$ cat src/rtl/bist_pkg.sv
// Shared types and default constants for the BIST controller and its pattern counter.
package bist_pkg;

   localparam int              DEF_N_PATTERNS = 7;
   localparam int              DEF_CNT_W      = 3;
   localparam int              DEF_SIG_W      = 3;
   localparam int              DEF_PIPE_LAT   = 1;
   localparam logic [2:0]      DEF_GOLDEN_SIG = 3'b101;
   localparam int              FLUSH_W        = 3;

   typedef enum logic [2:0] {
      ST_IDLE    = 3'd0,
      ST_INIT    = 3'd1,
      ST_RUN     = 3'd2,
      ST_FLUSH   = 3'd3,
      ST_COMPARE = 3'd4,
      ST_DONE    = 3'd5
   } state_t;

   typedef struct packed {
      logic lfsr_rst;
      logic lfsr_en;
      logic misr_clr;
      logic misr_en;
      logic test_mode;
      logic busy;
   } ctl_t;

   // Moore decode of the LFSR/MISR control strobes from the FSM state.
   function automatic ctl_t decode_ctl(input state_t s);
      ctl_t c;
      c = '0;
      case (s)
         ST_IDLE:    c.lfsr_rst = 1'b1;
         ST_INIT: begin
            c.lfsr_rst  = 1'b1;
            c.misr_clr  = 1'b1;
            c.test_mode = 1'b1;
            c.busy      = 1'b1;
         end
         ST_RUN: begin
            c.lfsr_en   = 1'b1;
            c.misr_en   = 1'b1;
            c.test_mode = 1'b1;
            c.busy      = 1'b1;
         end
         ST_FLUSH: begin
            c.misr_en   = 1'b1;
            c.test_mode = 1'b1;
            c.busy      = 1'b1;
         end
         ST_COMPARE: begin
            c.test_mode = 1'b1;
            c.busy      = 1'b1;
         end
         ST_DONE:    c.lfsr_rst = 1'b1;
         default:    c.lfsr_rst = 1'b1;
      endcase
      return c;
   endfunction

endpackage

$ cat src/rtl/bist_pat_counter.sv
// Pattern counter: synchronous clear, saturating increment, terminal-count flag.
module bist_pat_counter
   import bist_pkg::*;
#(
   parameter int CNT_W      = DEF_CNT_W,
   parameter int N_PATTERNS = DEF_N_PATTERNS
)(
   input  logic             clock,
   input  logic             reset,
   input  logic             clr,
   input  logic             en,
   output logic [CNT_W-1:0] count,
   output logic             tc
);

   assign tc = (count == CNT_W'(N_PATTERNS - 1));

   // Increment is gated by tc so the count can never wrap.
   always_ff @(posedge clock or negedge reset) begin
      if (!reset)
         count <= '0;
      else if (clr)
         count <= '0;
      else if (en && !tc)
         count <= count + 1'b1;
   end

endmodule

$ cat src/rtl/bist_controller.sv
// BIST sequencer: drives LFSR/MISR through init, run, flush and compare, then reports pass/fail.
module bist_controller
   import bist_pkg::*;
#(
   parameter int              N_PATTERNS = DEF_N_PATTERNS,
   parameter int              CNT_W      = DEF_CNT_W,
   parameter int              SIG_W      = DEF_SIG_W,
   parameter int              PIPE_LAT   = DEF_PIPE_LAT,
   parameter logic [SIG_W-1:0] GOLDEN_SIG = SIG_W'(DEF_GOLDEN_SIG)
)(
   input  logic             clock,
   input  logic             reset,
   input  logic             start,
   input  logic             abort,
   input  logic             lfsr_complete,
   input  logic [SIG_W-1:0] misr_sig,
   output logic             lfsr_rst,
   output logic             lfsr_en,
   output logic             misr_clr,
   output logic             misr_en,
   output logic             test_mode,
   output logic             busy,
   output logic             done,
   output logic             pass,
   output logic [CNT_W-1:0] pat_count
);

   state_t             state, state_nxt;
   ctl_t               ctl;
   logic [FLUSH_W-1:0] flush_cnt;
   logic               pass_q;
   logic               tc;
   logic               run_exit;
   logic               flush_last;
   logic               start_acc;
   logic               cnt_clr;
   logic               cnt_en;

   assign run_exit   = tc | lfsr_complete;
   assign flush_last = ((int'(flush_cnt) + 1) == PIPE_LAT);
   assign start_acc  = start && !abort && (state == ST_IDLE || state == ST_DONE);
   assign cnt_clr    = abort | start_acc | (state == ST_INIT);
   assign cnt_en     = (state == ST_RUN) && !run_exit;

   always_ff @(posedge clock or negedge reset) begin
      if (!reset)
         state <= ST_IDLE;
      else
         state <= state_nxt;
   end

   always_comb begin
      state_nxt = state;
      ctl       = decode_ctl(state);
      if (abort) begin
         state_nxt = ST_IDLE;
      end else begin
         case (state)
            ST_IDLE:    if (start) state_nxt = ST_INIT;
            ST_INIT:    state_nxt = ST_RUN;
            ST_RUN:     if (run_exit) state_nxt = (PIPE_LAT == 0) ? ST_COMPARE : ST_FLUSH;
            ST_FLUSH:   if (flush_last) state_nxt = ST_COMPARE;
            ST_COMPARE: state_nxt = ST_DONE;
            ST_DONE:    if (start) state_nxt = ST_INIT;
            default:    state_nxt = ST_IDLE;
         endcase
      end
   end

   always_ff @(posedge clock or negedge reset) begin
      if (!reset)
         flush_cnt <= '0;
      else if (state == ST_FLUSH && !flush_last && !abort)
         flush_cnt <= flush_cnt + 1'b1;
      else
         flush_cnt <= '0;
   end

   // Verdict is captured as COMPARE exits and held through DONE.
   always_ff @(posedge clock or negedge reset) begin
      if (!reset)
         pass_q <= 1'b0;
      else if (abort || start_acc)
         pass_q <= 1'b0;
      else if (state == ST_COMPARE)
         pass_q <= (misr_sig == GOLDEN_SIG);
   end

   bist_pat_counter #(
      .CNT_W      (CNT_W),
      .N_PATTERNS (N_PATTERNS)
   ) u_pat_counter (
      .clock (clock),
      .reset (reset),
      .clr   (cnt_clr),
      .en    (cnt_en),
      .count (pat_count),
      .tc    (tc)
   );

   assign lfsr_rst  = ctl.lfsr_rst;
   assign lfsr_en   = ctl.lfsr_en;
   assign misr_clr  = ctl.misr_clr;
   assign misr_en   = ctl.misr_en;
   assign test_mode = ctl.test_mode;
   assign busy      = ctl.busy;
   assign done      = (state == ST_DONE);
   assign pass      = pass_q;

endmodule

$ cat config.mk
export PLATFORM = sky130hd
export DESIGN_NAME = bist_controller
export DESIGN_NICKNAME = d
export VERILOG_FILES = /design/src/rtl/bist_pkg.sv /design/src/rtl/bist_pat_counter.sv /design/src/rtl/bist_controller.sv
export SDC_FILE = /design/constraint.sdc
export NUM_CORES = 1
export LEC_CHECK = 0
export CAP_MARGIN = 20
export CORE_UTILIZATION = 49
export CTS_BUF_LIST = sky130_fd_sc_hd__clkbuf_8 sky130_fd_sc_hd__clkbuf_16
export DETAILED_ROUTE_END_ITERATION = 8
export MAX_ROUTING_LAYER = met4
export PLACE_DENSITY = 0.79
export SLEW_MARGIN = 20
export SYNTH_ARGS = -nofsm -noshare
export SYNTH_HDL_FRONTEND = slang
export SYNTH_SLANG_ARGS = --single-unit
$ cat constraint.sdc
create_clock -name clock -period 3.5 [get_ports clock]
set_clock_uncertainty 0.2 [all_clocks]
set_input_delay 0.525 -clock clock [delete_from_list [all_inputs] [get_ports clock]]
set_output_delay 0.525 -clock clock [all_outputs]
set_load 0.1 [all_outputs]
==> impl_metrics.json <==
{
  "drive_above_1_share_pct": 21.35,
  "setup.worst_path.start": "u_pat_counter.count[1]",
  "antenna_cells_inserted": 0,
  "final.period_utilization_pct": 71.12,
  "layoutNonFillerInstCount": 104,
  "drt_iter0_markers": 8,
  "die_height_um": 39.24,
  "postLayoutSetupSlackWorst_ns": 1.011,
  "clock_insertion_delay_worst_skew_ns": 0.24,
  "gp_routability_congestion": 0.7706,
  "power.combinational.fraction_pct": 37.0,
  "ys_types": 32,
  "slew_headroom_pct": 35.32,
  "dp_hpwl_um": 948.7,
  "hold_class": "reg -> reg",
  "final-max-slew-violation-count": 0,
  "worstSetupEndpoint": "pat_count[1]",
  "buffer_ports.inserted": 18,
  "worst_setup_path_end_kind": "primary output",
  "synthesis.instances": 72,
  "clkTransAtPathRegs_ns": 0.04,
  "rr_startpoint": "state[2]",
  "r2r_cells": 4,
  "postCtsSetupBuffers": 0,
  "row_count": 13,
  "critical_path.cell_chain": "clkdlybuf4s50_1",
  "static-leakage-power_nw": 0.3918,
  "critPathMaxFanout": 4,
  "slowest_delay_ns": 1.15,
  "sw_share_pct": 41.33,
  "fin_tns_setup_ns": 0,
  "hp-start": "flush_cnt[0]",
  "worst-slew-pin-transition_ns": 0.9671,
  "worst-endpoint-required_ns": 2.77,
  "cts_tree": "done",
  "dr_total_vias": 536,
  "worstSetupStartpointType": "flip-flop",
  "hold_viol": 0,
  "synth.net_count": 84,
  "cts.path.max_buffers": 2,
  "worst-path-stages": 1,
  "setup_violations": 0,
  "initial_cell_density_of_the_core_pct": 52.21,
  "power_dissipated_by_switching_net_loads_mw": 0.1821,
  "ant_nets": 0,
  "cts_buffers": 3,
  "synth_seq_cells": 10,
  "via_per_inst": 5.154,
  "rsz_0062_raised_after_global_routing": "false",
  "clkSinkCount": 10,
  "die_outline_area_um2": 1539,
  "cellPowerDensity_nw_per_um2": 502.4,
  "synthesis.area_um2": 679.4,
  "wl_um": 1277,
  "rrSetupSlack_ns": 1.87,
  "dp_cells": 100,
  "ir_drop_mv": 0.2649,
  "synth_seq_area_share_pct": 36.83,
  "syn_to_final_growth_pct": 29.10,
  "largest_net_degree_at_the_start_of_global_routing": 12,
  "placeableCoreArea_um2": 1301,
  "syn_avg_cell_area_um2": 9.436,
  "pwr-share-seq_pct": 29.8,
  "maxCapViolations": 0,
  "post_cts_hold_buffer_count": 0,
  "power.clock.fraction_pct": 33.2,
  "critical-path-top-delay-family": "buffers and inverters",
  "worst_path_max_delay_cell": "sky130_fd_sc_hd__clkdlybuf4s50_1",
  "chipWidth_um": 39.24,
  "remaining_drc_errors": 0,
  "grt_pass1_wl_um": 1980,
  "grt_use_total_pct": 20.27,
  "overflow": 0,
  "detailedRoute.firstPassIterationCount": 4,
  "yosysWarningCount": 0,
  "timing.fmax_mhz": 401.7,
  "power.internal_mw": 0.2586,
  "pin_count": 19,
  "cts_resized": 0,
  "critical_path_buf_inv_count": 1,
  "htreeDepth": 1,
  "final.min_clock_period_ns": 2.489,
  "via_count_of_the_first_global_routing_pass": 467,
  "hold-path-cell-count": 1,
  "fin_total_pwr_mw": 0.4407,
  "clock_tree.root_cell": "sky130_fd_sc_hd__clkbuf_8",
  "dp_worst_setup_slack_ns": 1.266,
  "worstReg2RegEnd": "pass",
  "path_class": "reg -> out",
  "timing.critical_path.arrival_ns": 1.76,
  "run_status": "complete, no violations",
  "initial_antenna_violation_count": 0,
  "finalNetCount": 102,
  "drt_wl_cell_um": 12.28
}
==> per-stage QoR <==
stage,utilization (%),hold slack [ns],area (um^2)
finish,67.40,0.2834,877.1
global route,67.40,0.3236,877.1
CTS,67.40,0.2894,877.1
detailed placement,63.17,0.2834,822.0
global placement,63.17,0.2833,822.0
floorplan,-,0.02941,681.9
==> worst min-delay path by stage <==
stage,endpoint
2_1_floorplan,flush_cnt[0]
3_3_place_gp,flush_cnt[0]
3_5_place_dp,flush_cnt[0]
4_1_cts,flush_cnt[0]
5_1_grt,flush_cnt[0]
6_report,flush_cnt[0]
==> sequential cells by signal, summed over array words and instances (netlist names) <==
name,cells
u_pat_counter.count,3
state,3
pass,1
flush_cnt,3
==> cells in the mapped netlist (all sizes together) <==
| cell type | count | share of area [%] |
|---|---|---|
| nand3 | 1 | 0.74 |
| or3 | 1 | 0.92 |
| ha | 4 | 7.4 |
| xor2 | 2 | 2.6 |
| o21bai | 1 | 1.1 |
| a211oi | 1 | 1.8 |
| and2b | 1 | 1.5 |
| dfrtp | 10 | 37 |
| a21oi | 3 | 2.2 |
| nor2 | 10 | 5.5 |
| nand4b | 1 | 2.2 |
| xnor2 | 3 | 3.9 |
| o21a | 1 | 1.1 |
| nor3 | 4 | 3.7 |
| nand2 | 4 | 2.6 |
| nor2b | 2 | 2.9 |
| a31oi | 1 | 0.92 |
| o2bb2ai | 1 | 1.3 |
| nand2b | 1 | 0.92 |
| o21ai | 3 | 2.2 |
| nor3b | 3 | 5.0 |
| clkbuf | 1 | 0.55 |
| inv | 5 | 2.8 |
| buf | 4 | 5.5 |
| and2 | 3 | 2.8 |
| nand3b | 1 | 1.1 |
==> cell type report <==
| class | instances | area [um^2] |
|---|---|---|
| inverter | 5 | 18.77 |
| sequential | 10 | 250.2 |
| multi-input combinational | 52 | 371.6 |
| timing repair buffer | 18 | 162.7 |
| clock buffer | 4 | 55.05 |
| fill | 98 | 424.2 |
| tap | 15 | 18.77 |
==> layout by cell type, fill, tap and decap left out, types with 2 or more instances in the layout <==
| cell | n |
|---|---|
| sky130_fd_sc_hd__a21oi_1 | 3 |
| sky130_fd_sc_hd__and2_1 | 2 |
| sky130_fd_sc_hd__buf_4 | 7 |
| sky130_fd_sc_hd__clkbuf_8 | 4 |
| sky130_fd_sc_hd__clkdlybuf4s50_1 | 11 |
| sky130_fd_sc_hd__dfrtp_1 | 10 |
| sky130_fd_sc_hd__ha_1 | 4 |
| sky130_fd_sc_hd__inv_1 | 5 |
| sky130_fd_sc_hd__nand2_1 | 3 |
| sky130_fd_sc_hd__nor2_1 | 10 |
| sky130_fd_sc_hd__nor3_1 | 3 |
| sky130_fd_sc_hd__nor3b_1 | 2 |
| sky130_fd_sc_hd__o21ai_0 | 3 |
| sky130_fd_sc_hd__xnor2_1 | 3 |
| sky130_fd_sc_hd__xor2_1 | 2 |
==> power groups by stage <==
stage	registers [mW]	clock network [mW]	logic [mW]
final	0.131	0.146	0.163
after CTS	0.131	0.147	0.164
after global placement	0.133	0	0.161
after global routing	0.132	0.152	0.169
after floorplan	0.127	0	0.142
after detailed placement	0.133	0	0.163
==> kinds of logic after synthesis <==
family | share of synthesized area [%]
AO/OA/AOI/OAI | 10.68
flip-flops | 36.83
XOR/XNOR | 6.447
buffers and inverters | 8.839
adder cells (fa/ha/maj) | 7.367
AND/OR/NAND/NOR | 29.84
==> per-layer routing <==
layer / share of wire (%) / global-route usage (%) / vias to the layer above
li1: - / - / 271
met1: 48 / 23.86 / 255
met2: 48 / 31.67 / 7
met3: 2.6 / 5.202 / 3
met4: 1.1 / 10.34 / 0
met5: 0 / - / -
No activity file was read; power rests on OpenSTA's default activity.
